### src/rtl/mem_stage_pkg.sv
// Shared opcode, state and width-decode definitions for the MEM stage and its neighbours.
package mem_stage_pkg;

  localparam logic [6:0]  OP_ALOPI  = 7'b0010011;
  localparam logic [6:0]  OP_LOAD   = 7'b0000011;
  localparam logic [6:0]  OP_STORE  = 7'b0100011;
  localparam logic [31:0] ZERO_WORD = 32'h0000_0000;

  typedef enum logic [1:0] {
    ST_IDLE   = 2'd0,
    ST_ACCESS = 2'd1,
    ST_DONE   = 2'd2
  } state_e;

  // Index of the final byte of a transfer; unsupported widths behave as a word.
  function automatic logic [1:0] last_idx(input logic [2:0] f3);
    case (f3[1:0])
      2'b00:   return 2'd0;
      2'b01:   return 2'd1;
      default: return 2'd3;
    endcase
  endfunction

endpackage

### src/rtl/mem_stage_load_extend.sv
// Turns the assembled little-endian load buffer into a 32-bit sign/zero-extended result.
module mem_stage_load_extend
  import mem_stage_pkg::*;
(
  input  logic [31:0] i_buf,
  input  logic [2:0]  i_funct3,
  output logic [31:0] o_result
);

  // funct3[2] set selects zero extension.
  always_comb begin
    o_result = i_buf;
    case (i_funct3[1:0])
      2'b00:   o_result = {{24{i_buf[7]  & ~i_funct3[2]}}, i_buf[7:0]};
      2'b01:   o_result = {{16{i_buf[15] & ~i_funct3[2]}}, i_buf[15:0]};
      default: o_result = i_buf;
    endcase
  end

endmodule

### src/rtl/mem_stage.sv
// MEM pipeline stage: byte-serial loads/stores over an 8-bit controller port, holding the
// pipeline with stall_req while a transfer runs; other instructions pass straight through.
module mem_stage
  import mem_stage_pkg::*;
#(
  parameter int ADDR_WIDTH = 32
) (
  input  logic                  clk_in,
  input  logic                  rst_in,
  input  logic                  rdy_in,
  input  logic                  stall,
  input  logic [6:0]            ins_type,
  input  logic [2:0]            funct3,
  input  logic [4:0]            rd_addr,
  input  logic [31:0]           rd_val,
  input  logic [ADDR_WIDTH-1:0] mem_addr,
  input  logic [31:0]           store_val,
  output logic [4:0]            output_rd_addr,
  output logic [31:0]           output_rd_val,
  output logic [6:0]            output_ins_type,
  output logic                  stall_req,
  output logic                  mc_req,
  output logic                  mc_we,
  output logic [ADDR_WIDTH-1:0] mc_addr,
  output logic [7:0]            mc_wdata,
  input  logic                  mc_ack,
  input  logic [7:0]            mc_rdata
);

  state_e      r_state, w_state_nxt;
  logic [1:0]  r_idx, w_idx_nxt;
  logic [31:0] r_buf, w_buf_nxt;
  logic [31:0] w_load_result;
  logic        w_is_load, w_is_store, w_is_mem;

  assign w_is_load  = (ins_type == OP_LOAD);
  assign w_is_store = (ins_type == OP_STORE);
  assign w_is_mem   = w_is_load | w_is_store;

  mem_stage_load_extend u_load_extend (
    .i_buf    (r_buf),
    .i_funct3 (funct3),
    .o_result (w_load_result)
  );

  // State register; rdy_in low freezes everything, which also ignores mc_ack.
  always_ff @(posedge clk_in or posedge rst_in) begin
    if (rst_in) begin
      r_state <= ST_IDLE;
      r_idx   <= 2'd0;
      r_buf   <= 32'h0000_0000;
    end else if (rdy_in) begin
      r_state <= w_state_nxt;
      r_idx   <= w_idx_nxt;
      r_buf   <= w_buf_nxt;
    end
  end

  // Next-state, byte counter and load buffer.
  always_comb begin
    w_state_nxt = r_state;
    w_idx_nxt   = r_idx;
    w_buf_nxt   = r_buf;
    case (r_state)
      ST_IDLE: begin
        if (w_is_mem) begin
          w_state_nxt = ST_ACCESS;
          w_idx_nxt   = 2'd0;
        end else begin
          w_state_nxt = ST_IDLE;
        end
      end
      ST_ACCESS: begin
        if (mc_ack) begin
          if (!w_is_store) begin
            w_buf_nxt[{r_idx, 3'b000} +: 8] = mc_rdata;
          end else begin
            w_buf_nxt = r_buf;
          end
          if (r_idx == last_idx(funct3)) begin
            w_state_nxt = ST_DONE;
          end else begin
            w_idx_nxt = r_idx + 2'd1;
          end
        end else begin
          w_state_nxt = ST_ACCESS;
        end
      end
      ST_DONE: begin
        // The stall==0 cycle is the one MEM_WB captures, so leave only then.
        if (!stall) begin
          w_state_nxt = ST_IDLE;
          w_idx_nxt   = 2'd0;
          w_buf_nxt   = 32'h0000_0000;
        end else begin
          w_state_nxt = ST_DONE;
        end
      end
      default: w_state_nxt = ST_IDLE;
    endcase
  end

  // Port muxing; reset forces the bubble/idle values without waiting for a clock edge.
  always_comb begin
    output_ins_type = OP_ALOPI;
    output_rd_addr  = 5'd0;
    output_rd_val   = ZERO_WORD;
    stall_req       = 1'b0;
    mc_req          = 1'b0;
    mc_we           = 1'b0;
    mc_addr         = '0;
    mc_wdata        = 8'h00;
    if (rst_in) begin
      stall_req = 1'b0;
    end else begin
      case (r_state)
        ST_IDLE: begin
          if (w_is_mem) begin
            stall_req = 1'b1;
          end else begin
            output_ins_type = ins_type;
            output_rd_addr  = rd_addr;
            output_rd_val   = rd_val;
          end
        end
        ST_ACCESS: begin
          stall_req = 1'b1;
          mc_req    = rdy_in;
          mc_we     = w_is_store;
          mc_addr   = mem_addr + ADDR_WIDTH'(r_idx);
          mc_wdata  = store_val[{r_idx, 3'b000} +: 8];
        end
        ST_DONE: begin
          if (w_is_load) begin
            output_ins_type = OP_LOAD;
            output_rd_addr  = rd_addr;
            output_rd_val   = w_load_result;
          end else begin
            output_ins_type = OP_STORE;
          end
        end
        default: stall_req = 1'b0;
      endcase
    end
  end

endmodule

### config.mk
export PLATFORM = sky130hd
export DESIGN_NAME = mem_stage
export DESIGN_NICKNAME = d
export VERILOG_FILES = /design/src/rtl/mem_stage_pkg.sv /design/src/rtl/mem_stage_load_extend.sv /design/src/rtl/mem_stage.sv
export SDC_FILE = /design/constraint.sdc
export NUM_CORES = 1
export LEC_CHECK = 0
export CELL_PAD_IN_SITES_DETAIL_PLACEMENT = 1
export CELL_PAD_IN_SITES_GLOBAL_PLACEMENT = 2
export CORE_MARGIN = 8
export CORE_UTILIZATION = 22
export CTS_BUF_LIST = sky130_fd_sc_hd__clkbuf_16
export CTS_CLUSTER_SIZE = 24
export DETAILED_ROUTE_END_ITERATION = 8
export PLACE_DENSITY = 0.89
export RECOVER_POWER = 25
export SYNTH_ARGS = -nofsm -noshare
export SYNTH_HDL_FRONTEND = slang
export SYNTH_HIERARCHICAL = 1
export SYNTH_SLANG_ARGS = --single-unit
### constraint.sdc
create_clock -name clk_in -period 4.5 [get_ports clk_in]
set_input_delay 0.9 -clock clk_in [delete_from_list [all_inputs] [get_ports clk_in]]
set_output_delay 0.9 -clock clk_in [all_outputs]
set_load 0.03 [all_outputs]
### Word level (Yosys, flattened, before mapping)

Cells that the tools add are included.

* $add $sub $neg: 3
* eq/ne operators: 12
* shift operators: 3
* multiplexer cells: 42
* bitwise gates (word level): 4
* reduce and logical (&&, ||, !) cells: 7

Operator list (number)
* 32-bit 2-to-1 mux: 8
* 32-bit one-hot mux with 2 select lines: 3
* 32-bit by 2-bit adder with 32-bit output: 1
* 32-bit bitwise mux: 1
* 8-bit by 7-bit variable shift with 32-bit output, first input constant: 1
* 32-bit by 6-bit variable part select with 8-bit output: 1
* 8-bit by 7-bit variable part select with 32-bit output: 1
* 2-bit 2-to-1 mux: 9
* 8-bit 2-to-1 mux: 2
* 5-bit 2-to-1 mux: 3
* 7-bit 2-to-1 mux: 2
* 7-bit one-hot mux with 2 select lines: 1
* 2-bit one-hot mux with 3 select lines: 2
* 2-bit inequality test, second input constant: 5
* 5-bit one-hot mux with 2 select lines: 1
* 7-bit by 2-bit equality test with 1-bit output, second input constant: 1
* 7-bit by 6-bit equality test with 1-bit output, second input constant: 1
* 1-bit 2-to-1 mux: 7
* 5-bit negation with 7-bit output: 1
* 6-bit 2-to-1 mux: 1
* 6-bit AND reduction: 1
* 5-bit AND reduction: 1
* 2-bit by 1-bit equality test with 1-bit output, second input constant: 2
* 2-bit logical NOT: 2
* other kinds (12): 13

* flip-flop bits (word level): 36
* input bits: 124
* output and inout bits: 87

### Depth between registers and ports, before layout

Gate-level depths: netlist of the first run.

* depth after elaboration: 8
* gate-level depth with buffers: 7

### Hierarchy

Netlist of the first run, hierarchy kept.

By module, submodules not included
* mem_stage: instances 1, cells an instance 428, area each 3420.8 µm²
* mem_stage_load_extend: instances 1, cells an instance 67, area each 355.3 µm²

### Worst setup path after synthesis of the first run

No wires, ideal clock.

* path type: input to output
* from: in mem_addr[0]
* to: out mc_addr[30]
* arrival time: 3.180 ns
* required time: 3.600 ns
* setup slack: 0.420 ns
* stages on the path: 7
* path through: ha_1 -> fa_1 -> nand4_2 -> or4_4 -> buf_6 -> or4_1 -> a21oi_1

* cells in the longest elaborated chain, start to end: 3

RTL lines
* start, declared: line mem_stage.sv:16 `input logic [ADDR_WIDTH-1:0] mem_addr,`
* 32-bit by 2-bit adder with 32-bit output: line mem_stage.sv:130 `mc_addr = mem_addr + ADDR_WIDTH'(r_idx);`
* 32-bit 2-to-1 mux: line mem_stage.sv:116 `case (r_state)`
* 32-bit 2-to-1 mux: line mem_stage.sv:113 `if (rst_in) begin`
* end, declared: line mem_stage.sv:24 `output logic [ADDR_WIDTH-1:0] mc_addr,`

Every way passes these cells.

### Worst setup path after layout of the first run

* from: in mem_addr[0]
* to: out mc_addr[28]

The elaborated chain is that of the path after synthesis.

==> results of run 1 <==
==> layout by cell type (no fill, tap or decap), types with 10 or more instances in the layout <==
cell type	count
clkdlybuf4s50_1	148
nand2_1	80
buf_4	74
nor2_1	50
dfrtp_1	36
a22oi_1	32
o21ai_0	29
mux2i_1	24
a21oi_1	20
inv_1	17
o31ai_1	14
or4_1	14
nand3_1	13
nor2b_1	11
and2_1	10
==> cell type report <==
cell class	count	share of cell area, %
Tap cell	225	4.63
Clock buffer	5	2.06
Timing Repair Buffer	226	34.1
Sequential cell	36	14.8
Clock inverter	3	0.309
Inverter	17	1.05
Multi-Input combinational cell	400	43.0
==> timing repair <==
action / CTS / global route
gates resized for setup: 0 / 3
setup buffers: 0 / 0
endpoints found under the setup margin: 0 / 4
==> cells in the mapped netlist, types with 10 or more instances <==
| cell | number |
|---|---|
| o21ai_0 | 29 |
| nand3_1 | 13 |
| clkbuf_1 | 24 |
| o31ai_1 | 14 |
| dfrtp_1 | 36 |
| inv_1 | 17 |
| nor2b_1 | 11 |
| nand2_1 | 80 |
| a22oi_1 | 32 |
| mux2i_1 | 24 |
| a21oi_1 | 21 |
| and2_1 | 10 |
| or4_1 | 14 |
| nor2_1 | 50 |
==> registers in the layout (all words and copies together), names as in the netlist <==
signal / flops
r_state: 2
r_idx: 2
r_buf: 32
==> power groups by stage <==
stage	combinational (mW)	clock, mW	sequential (mW)
6_report	1.25	0.336	0.453
5_1_grt	1.36	0.358	0.462
4_1_cts	1.27	0.344	0.453
3_5_place_dp	1.25	0	0.458
3_3_place_gp	1.22	0	0.454
2_1_floorplan	0.799	0	0.428
==> cell families after synthesis <==
group           synth area share (%)
simple gates                    30.2
compound gates                  20.9
buf+inv                         7.46
flops                           23.9
mux                             11.8
xor+xnor                        3.02
fa+ha+maj                       2.78
==> how the worst max path moves through the flow <==
stage           startpoint     endpoint  slack (ns)  cells after the start
6_report       mem_addr[0]  mc_addr[28]        0.13                      8
5_1_grt        mem_addr[0]  mc_addr[30]        0.05                      8
4_1_cts        mem_addr[0]  mc_addr[28]        0.05                      8
3_5_place_dp   mem_addr[0]  mc_addr[28]        0.06                      8
3_3_place_gp   mem_addr[0]  mc_addr[30]        0.14                      8
2_1_floorplan  mem_addr[0]  mc_addr[30]        0.42                      7
==> worst max-delay path: stages <==
cell and delay, ns:
clkdlybuf4s50_1 0.48, ha_1 0.22, fa_2 0.28, nand4_2 0.13, or4_4 0.53, or4_1 0.57
a21oi_2 0.19, buf_4 0.18
==> routing by layer <==
metal	GRT usage, %	wire length, um
met4	3.62	282
met1	16.0	6430
met5	0	10
met3	4.24	1030
met2	28.5	8800
==> run summary, run 1 <==
Route
* total length of routed wires: 16500 um
* DRC violations left: 0
* Via density: 4.91
* drt initial violations: 134
* average wire per standard cell: 18.1 um
* number of nets with antenna violations after routing: 0
* routed vias: 4475
* number of search-and-repair iterations in the first detailed-routing pass: 4

Clock tree
* clock-pin transition on the worst setup and hold timing paths: 0.06 ns
* clock sink count: 36
* clock buffer count from CTS: 5
* H-Tree Level Count: 2
* root buffer cell: clkbuf_16
* maximum number of buffers from clock root to sink: 2
* CTS tree: done
* number of buffers added to fix hold violations after cts: 0
* Clock Latency Late Sink: 0.28 ns

Status
* run status: complete, but fails checks
* violated checks: max-capacitance violations, max-slew violations

Pwr
* worst supply voltage drop on vdd: 0.000161 V
* power share of the sequential group: 22.2%
* share of power burned in combinational logic: 61.3%
* PwrDens: 336 nW/um2
* internal power: 1.13 mW
* Final Total Pwr: 2.04 mW
* share of power burned in the clock network: 16.5%
* Leakage Power: 2.50 nW
* net switching fraction of the power: 44.4%
* switching power summed over all nets: 0.905 mW

Synth
* Avg Cell Area, Syn: 7.63 um2
* Post-synth EDFFs: 0
* number of library cell types mapped by synthesis: 56
* nets in the synthesized netlist: 626
* area of the mapped netlist: 3780 um2
* #FFs+latches synth: 36
* Synth top area share: 23.9%
* cell type contributing the most total cell area after synthesis: dfrtp_1
* number of synthesis warnings: 6
* primary flip-flop cell chosen by synthesis mapping: dfrtp_1
* share of the yosys chip area belonging to registers: 23.9%
* Area contributors post-synth: dfrtp_1 (24%), nand2_1 (8.0%), mux2i_1 (6.4%)
* number of cells produced by synthesis: 495
* Post-synth ARST share: 100%

STA
* achievable frequency: 0.229 GHz
* share of the clock period used by the worst path: 97.0%
* worst hold slack: 0.513 ns
* Least-Margin Pin Slew: 2.00 ns
* Final Skew: 0.00265 ns
* Final Hold Vio Count: 0
* Max-slew headroom: -33.4%
* unrepaired setup endpoints after global routing: false
* Setup TNS Final: 0 ns
* max-slew violation total from the final report: 37
* Worst Slack Setup Final: 0.134 ns
* total setup violations reported at the end of the flow: 0
* final critical-path required period: 4.37 ns

Setup path
* worst r2r dst: r_buf[8]
* startpoint of the lowest-slack register-to-register path: r_idx[0]
* maximum fanout along the worst path: 13
* signal arrival time at the worst endpoint: 3.47 ns
* nature of the critical path startpoint: input pin
* required time of the critical path: 3.60 ns
* crit end category: primary output
* crit path kind: input pin to primary output
* Worst Reg-to-Reg Cells: 7
* register-to-register setup slack: 1.77 ns

Die
* ports placed on the boundary: 211
* starting utilization of the core area: 22.1%
* Die Span X: 147 um
* Die Footprint: 21600 um2
* die height: 147 um
* Std-Cell Core Area: 17100 um2
* number of standard-cell rows in the floorplan: 48

Placed design
* IO Port Bufs: 210
* HPWL Detailed: 13600 um
* area after detailed placement: 5930 um2
* final weighted congestion in routability-driven placement: 0.817
* Setup Slack @ Placement: 0.0595 ns
* number of instances in the placed design: 904

Global route
* wire length of the first global-routing pass: 26800 um
* via count of the first global-routing pass: 5050
* initial antenna violation count: 1
* GRT Util Overall: 15.0%
* largest net degree at the start of global routing: 39
* overflow left after global routing: 0

Finish
* number of inserted diodes: 0
* count of filler cells inserted in the layout: 2050
* synthesis-to-layout area growth: 60.9%
* total area of multi-input combinational cells: 2610 um2
* post-route cell area: 6080 um2
* share of final-layout standard cells stronger than drive strength 1: 14.7%
* final non-filler cell total: 912
* post-layout util: 35.6%
* Reg area: 901 um2
* count of nets after finishing: 817

Min path
* min-delay worst type: register to register
* startpoint of the lowest-slack hold path: r_buf[4]
* Hold Path Stages: 1
* hold worst-path end: r_buf[4]

Flow run
* Maximum Capacitance Violations: 1

Power figures use the tool's default switching activity.
==> inputs of run 2 (changes only) <==
--- a/config.mk
+++ b/config.mk
@@ -5,6 +5,7 @@
 export SDC_FILE = /design/constraint.sdc
 export NUM_CORES = 1
 export LEC_CHECK = 0
+export CAP_MARGIN = 20
 export CELL_PAD_IN_SITES_DETAIL_PLACEMENT = 1
 export CELL_PAD_IN_SITES_GLOBAL_PLACEMENT = 2
 export CORE_MARGIN = 8
==> run 2 against run 1 <==
Compared with the run above:
- the flow still finishes with violations (max-capacitance violations, max-slew violations)
- fmax is essentially flat
- clock skew hardly changed
- cell count is 0.11% higher
- power is essentially flat
- final area about the same
- register-to-register slack gained 0.25 ns
- sequential share of layout area is essentially flat
- via count grew 0.29%
- die area unchanged
- largest cell class unchanged
==> run summary, run 2 (synthesis gave the netlist of run 1 again) <==
Status
* run status: complete, but fails checks, unchanged
* violated checks: max-capacitance violations, max-slew violations, unchanged

Global route
* wire length of the first global-routing pass: 26800 um, unchanged
* initial antenna violation count: 1, unchanged
* overflow left after global routing: 0, unchanged
* via count of the first global-routing pass: 5050, unchanged
* largest net degree at the start of global routing: 39, unchanged
* GRT Util Overall: 15.0%, unchanged

Setup path
* register-to-register setup slack: 2.02 ns, was 1.77 ns
* crit end category: primary output, unchanged
* startpoint of the lowest-slack register-to-register path: r_idx[0], unchanged
* worst r2r dst: r_buf[8], unchanged
* Worst Reg-to-Reg Cells: 8, was 7
* crit path kind: input pin to primary output, unchanged
* nature of the critical path startpoint: input pin, unchanged
* required time of the critical path: 3.60 ns, about the same
* signal arrival time at the worst endpoint: 3.46 ns, was 3.47 ns
* maximum fanout along the worst path: 13, unchanged

Min path
* Hold Path Stages: 1, unchanged
* hold worst-path end: r_buf[4], unchanged
* startpoint of the lowest-slack hold path: r_buf[4], unchanged
* min-delay worst type: register to register, unchanged

Clock tree
* number of buffers inserted by post-CTS setup repair: 0, unchanged
* clock buffer count from CTS: 5, unchanged
* cells resized by post-CTS repair: 0, unchanged
* CTS tree: done, unchanged
* Clock Latency Late Sink: 0.28 ns, about the same
* number of buffers added to fix hold violations after cts: 0, unchanged
* clock-pin transition on the worst setup and hold timing paths: 0.06 ns, about the same
* root buffer cell: clkbuf_16, unchanged
* clock sink count: 36, unchanged
* maximum number of buffers from clock root to sink: 2, unchanged
* H-Tree Level Count: 2, unchanged

Placed design
* HPWL Detailed: 13600 um, unchanged
* Setup Slack @ Placement: 0.0595 ns, unchanged
* number of instances in the placed design: 904, unchanged
* IO Port Bufs: 210, unchanged
* area after detailed placement: 5930 um2, unchanged
* final weighted congestion in routability-driven placement: 0.817, unchanged

Route
* total length of routed wires: 16600 um, was 16500 um
* number of search-and-repair iterations in the first detailed-routing pass: 4, unchanged
* sum of met3 wire segment lengths after detailed routing: 1010 um, was 1030 um
* met1 WL: 6470 um, was 6430 um
* DRC violations left: 0, unchanged
* routed vias: 4488, was 4475
* Via density: 4.92, was 4.91
* average wire per standard cell: 18.1 um, about the same
* drt initial violations: 117, was 134
* uppermost layer routed: met5, unchanged
* total length of routed met2 wires: 8780 um, was 8800 um
* number of nets with antenna violations after routing: 0, unchanged

Finish
* Largest regs: r_buf: 32 flops, r_idx: 2 flops, r_state: 2 flops, unchanged
* commonest non-fill, non-tap cell in the layout: clkdlybuf4s50_1, unchanged
* count of nets after finishing: 818, was 817
* count of filler cells inserted in the layout: 2050, unchanged
* number of inserted diodes: 0, unchanged
* final non-filler cell total: 913, was 912
* post-route cell area: 6080 um2, about the same
* synthesis-to-layout area growth: 61.0%, was 60.9%
* share of final-layout standard cells stronger than drive strength 1: 14.8%, was 14.7%
* most frequent cells in the layout: clkdlybuf4s50_1 (148), nand2_1 (80), buf_4 (74), nor2_1 (50), dfrtp_1 (36), unchanged
* max reg flops: 32, unchanged
* register with the highest flop count: r_buf, unchanged

Die
* Std-Cell Core Area: 17100 um2, unchanged
* ports placed on the boundary: 211, unchanged
* Die Span X: 147 um, unchanged
* Die Footprint: 21600 um2, unchanged
* starting utilization of the core area: 22.1%, unchanged
* die height: 147 um, unchanged
* number of standard-cell rows in the floorplan: 48, unchanged

STA
* Final Skew: 0.00284 ns, was 0.00265 ns
* unrepaired setup endpoints after global routing: false, unchanged
* Setup TNS Final: 0 ns, unchanged
* total setup violations reported at the end of the flow: 0, unchanged
* Final Hold Vio Count: 0, unchanged
* final critical-path required period: 4.36 ns, was 4.37 ns
* Least-Margin Pin Slew: 2.00 ns, about the same
* Worst Slack Setup Final: 0.136 ns, was 0.134 ns
* Max-slew headroom: -33.2%, was -33.4%
* share of the clock period used by the worst path: 97.0%, about the same
* achievable frequency: 0.229 GHz, about the same
* max-slew violation total from the final report: 37, unchanged

Pwr
* PwrDens: 335 nW/um2, was 336 nW/um2
* Leakage Power: 2.50 nW, about the same
* worst supply voltage drop on vdd: 0.000161 V, about the same

Flow run
* Maximum Capacitance Violations: 1, unchanged

==> run 2: worst max-delay path by stage <==
stage | start | endpoint | slack [ns]
global route | mem_addr[0] | mc_addr[30] | 0.05
CTS | mem_addr[0] | mc_addr[28] | 0.05
global placement | mem_addr[0] | mc_addr[30] | 0.14
detailed placement | mem_addr[0] | mc_addr[28] | 0.06
floorplan | mem_addr[0] | mc_addr[30] | 0.42
finish | mem_addr[0] | mc_addr[28] | 0.14
==> run 2: cell type report <==
cell class	count	area (um2)	area share (%)
multi-input combinational	400	2610	43.0
tap	225	282	4.63
inverter	17	63.8	1.05
timing repair buffer	227	2080	34.2
sequential	36	901	14.8
clock inverter	3	18.8	0.309
clock buffer	5	125	2.06
==> run 2: stage by stage <==
stage	hold slack [ns]	util [%]	total power, mW
global route	0.535	35.7	2.18
CTS	0.518	35.6	2.06
global placement	0.504	34.7	1.67
finish	0.516	35.7	2.04
floorplan	0.467	-	1.23
detailed placement	0.495	34.7	1.71
==> run 2: per-layer routing <==
layer	GRT usage [%]	vias up
met4	3.62	2
met1	16.0	2173
met2	28.5	123
li1	-	2170
met3	4.24	20
met5	0	-
==> run 2: critical path, stage by stage <==
cell,delay (ns)
clkdlybuf4s50_1,0.47
ha_1,0.22
fa_2,0.27
nand4_2,0.13
or4_4,0.53
or4_1,0.57
a21oi_2,0.19
buf_4,0.18
==> run 2: report_power, final <==
part           switching, mW  internal, mW
Combinational          0.709         0.542
Clock                  0.132         0.204
Sequential            0.0638         0.389
Total                  0.905          1.13
==> inputs of run 3 (changes only) <==
--- a/config.mk
+++ b/config.mk
@@ -13,8 +13,9 @@
 export CTS_BUF_LIST = sky130_fd_sc_hd__clkbuf_16
 export CTS_CLUSTER_SIZE = 24
 export DETAILED_ROUTE_END_ITERATION = 8
-export PLACE_DENSITY = 0.89
+export PLACE_DENSITY_LB_ADDON = 0.1
 export RECOVER_POWER = 25
+export SETUP_SLACK_MARGIN = 0.4
 export SYNTH_ARGS = -nofsm -noshare
 export SYNTH_HDL_FRONTEND = slang
 export SYNTH_HIERARCHICAL = 1
==> run 3 against run 2 <==
Compared with the run above:
- the run still ends with max-capacitance violations, max-slew violations left
- via count up 1.7%
- combinational power about the same
- routed wire length up 11%
- critical path depth down 2
- flip-flop and latch count unchanged
==> run summary, run 3 (synthesis gave the netlist of run 1 again) <==
Die
* Std-Cell Core Area: 17100 um2, unchanged
* Die Span X: 147 um, unchanged
* die height: 147 um, unchanged
* ports placed on the boundary: 211, unchanged
* starting utilization of the core area: 22.1%, unchanged
* Die Footprint: 21600 um2, unchanged
* number of standard-cell rows in the floorplan: 48, unchanged

STA
* Final Skew: 0.00669 ns, was 0.00284 ns
* worst hold slack: 0.500 ns, was 0.516 ns
* Final Hold Vio Count: 0, unchanged
* share of the clock period used by the worst path: 90.3%, was 97.0%
* Setup TNS Final: 0 ns, unchanged
* max-slew violation total from the final report: 37, unchanged
* unrepaired setup endpoints after global routing: true, was false
* achievable frequency: 0.246 GHz, was 0.229 GHz
* Max-slew headroom: -40.8%, was -33.2%
* total setup violations reported at the end of the flow: 0, unchanged
* final critical-path required period: 4.06 ns, was 4.36 ns
* Worst Slack Setup Final: 0.436 ns, was 0.136 ns
* Least-Margin Pin Slew: 2.11 ns, was 2.00 ns

Finish
* number of inserted diodes: 0, unchanged
* most frequent cells in the layout: clkdlybuf4s50_1 (140), nand2_1 (80), buf_4 (72), nor2_1 (50), dfrtp_1 (36), was clkdlybuf4s50_1 (148), nand2_1 (80), buf_4 (74), nor2_1 (50), dfrtp_1 (36)
* Largest regs: r_buf: 32 flops, r_idx: 2 flops, r_state: 2 flops, unchanged
* share of final-layout standard cells stronger than drive strength 1: 16.0%, was 14.8%
* post-layout util: 36.6%, was 35.7%
* register with the highest flop count: r_buf, unchanged
* commonest non-fill, non-tap cell in the layout: clkdlybuf4s50_1, unchanged
* post-route cell area: 6250 um2, was 6080 um2
* final non-filler cell total: 918, was 913
* count of nets after finishing: 824, was 818
* count of filler cells inserted in the layout: 2052, was 2050
* max reg flops: 32, unchanged
* synthesis-to-layout area growth: 65.4%, was 61.0%

Setup path
* nature of the critical path startpoint: input pin, unchanged
* crit path kind: input pin to primary output, unchanged
* startpoint of the lowest-slack register-to-register path: r_state[1], was r_idx[0]
* signal arrival time at the worst endpoint: 3.16 ns, was 3.46 ns
* maximum fanout along the worst path: 7, was 13
* required time of the critical path: 3.60 ns, about the same
* worst r2r dst: r_buf[7], was r_buf[8]
* crit end category: primary output, unchanged
* Worst Reg-to-Reg Cells: 4, was 8
* register-to-register setup slack: 1.91 ns, was 2.02 ns

Clock tree
* clock-pin transition on the worst setup and hold timing paths: 0.05 ns, was 0.06 ns
* maximum number of buffers from clock root to sink: 2, unchanged
* CTS tree: done, unchanged
* number of buffers added to fix hold violations after cts: 0, unchanged
* H-Tree Level Count: 2, unchanged
* root buffer cell: clkbuf_16, unchanged
* Clock Latency Late Sink: 0.28 ns, about the same
* clock buffer count from CTS: 5, unchanged
* clock sink count: 36, unchanged

Status
* run status: complete, but fails checks, unchanged
* violated checks: max-capacitance violations, max-slew violations, unchanged

Pwr
* PwrDens: 331 nW/um2, was 335 nW/um2
* net switching fraction of the power: 44.3%, was 44.4%
* switching power summed over all nets: 0.916 mW, was 0.905 mW
* power share of the sequential group: 22.0%, was 22.2%
* Leakage Power: 2.57 nW, was 2.50 nW
* worst supply voltage drop on vdd: 0.000145 V, was 0.000161 V
* Final Total Pwr: 2.07 mW, was 2.04 mW
* share of power burned in the clock network: 16.5%, about the same
* internal power: 1.15 mW, was 1.13 mW
* share of power burned in combinational logic: 61.5%, was 61.3%

Placed design
* area after detailed placement: 6030 um2, was 5930 um2
* IO Port Bufs: 210, unchanged
* final weighted congestion in routability-driven placement: 0.813, was 0.817
* HPWL Detailed: 14800 um, was 13600 um
* number of instances in the placed design: 905, was 904
* Setup Slack @ Placement: 0.0771 ns, was 0.0595 ns

Min path
* Hold Path Stages: 1, unchanged
* startpoint of the lowest-slack hold path: r_buf[1], was r_buf[4]
* hold worst-path end: r_buf[1], was r_buf[4]
* min-delay worst type: register to register, unchanged

Route
* routed vias: 4563, was 4488
* total length of routed wires: 18300 um, was 16600 um
* DRC violations left: 0, unchanged
* number of nets with antenna violations after routing: 0, unchanged
* number of search-and-repair iterations in the first detailed-routing pass: 4, unchanged
* Via density: 4.97, was 4.92
* average wire per standard cell: 19.9 um, was 18.1 um
* drt initial violations: 149, was 117

Global route
* GRT Util Overall: 16.2%, was 15.0%
* largest net degree at the start of global routing: 37, was 39
* via count of the first global-routing pass: 4826, was 5050
* overflow left after global routing: 0, unchanged
* initial antenna violation count: 0, was 1
* wire length of the first global-routing pass: 28300 um, was 26800 um

Flow run
* Maximum Capacitance Violations: 1, unchanged

[run 3: changes by cell type in the layout (fill, tap and decap cells not counted), moves of 2 or more]
cell             previous run  this run
clkdlybuf4s50_1           148       140
dlygate4sd2_1               0         4
buf_4                      74        72
buf_12                      0         8
dlymetal6s2s_1              1         4
[run 3: repair_timing]
item,4_1_cts,5_1_grt
setup buffers,4,2
resized for setup,11,5
pin swaps,4,2
hold endpoints to repair,0,0
setup endpoints to repair,21,10
[run 3: layout make-up]
| cell class | count | area (um2) | share of cell area (%) |
|---|---|---|---|
| clock inverter | 2 | 12.5 | 0.200 |
| inverter | 17 | 63.8 | 1.02 |
| clock buffer | 5 | 125 | 2.00 |
| multi-input combinational | 400 | 2640 | 42.2 |
| timing repair buffer | 233 | 2230 | 35.6 |
| sequential | 36 | 901 | 14.4 |
| tap | 225 | 282 | 4.51 |
[run 3: power groups by stage]
stage | combinational (mW) | sequential [mW] | clock [mW]
floorplan | 0.799 | 0.428 | 0
global placement | 1.27 | 0.460 | 0
detailed placement | 1.28 | 0.461 | 0
CTS | 1.30 | 0.457 | 0.352
global route | 1.39 | 0.469 | 0.364
finish | 1.27 | 0.455 | 0.342
[run 3: how the worst max path moves through the flow]
stage                startpoint           endpoint  slack [ns]  cells after the start
floorplan           mem_addr[0]        mc_addr[30]        0.42                      7
global placement    mem_addr[0]        mc_addr[30]        0.16                      8
detailed placement  mem_addr[0]        mc_addr[24]        0.08                      8
CTS                 mem_addr[6]        mc_addr[24]        0.37                      6
global route          funct3[1]  output_rd_val[17]        0.36                      7
finish              mem_addr[4]        mc_addr[24]        0.44                      6
[run 3: worst max-delay path, cell delays in order]
cell	delay [ns]
clkdlybuf4s50_1	0.64
nand4_4	0.13
or4_4	0.57
or4_1	0.52
a21oi_1	0.20
buf_4	0.19
[run 3: per-layer routing]
| metal | vias to the layer above | GRT usage [%] | part of all wire (%) |
|---|---|---|---|
| met5 | - | 0 | 0 |
| li1 | 2178 | - | - |
| met3 | 22 | 3.75 | 6.0 |
| met2 | 165 | 26.6 | 46 |
| met4 | 0 | 4.18 | 2.1 |
| met1 | 2198 | 20.9 | 46 |
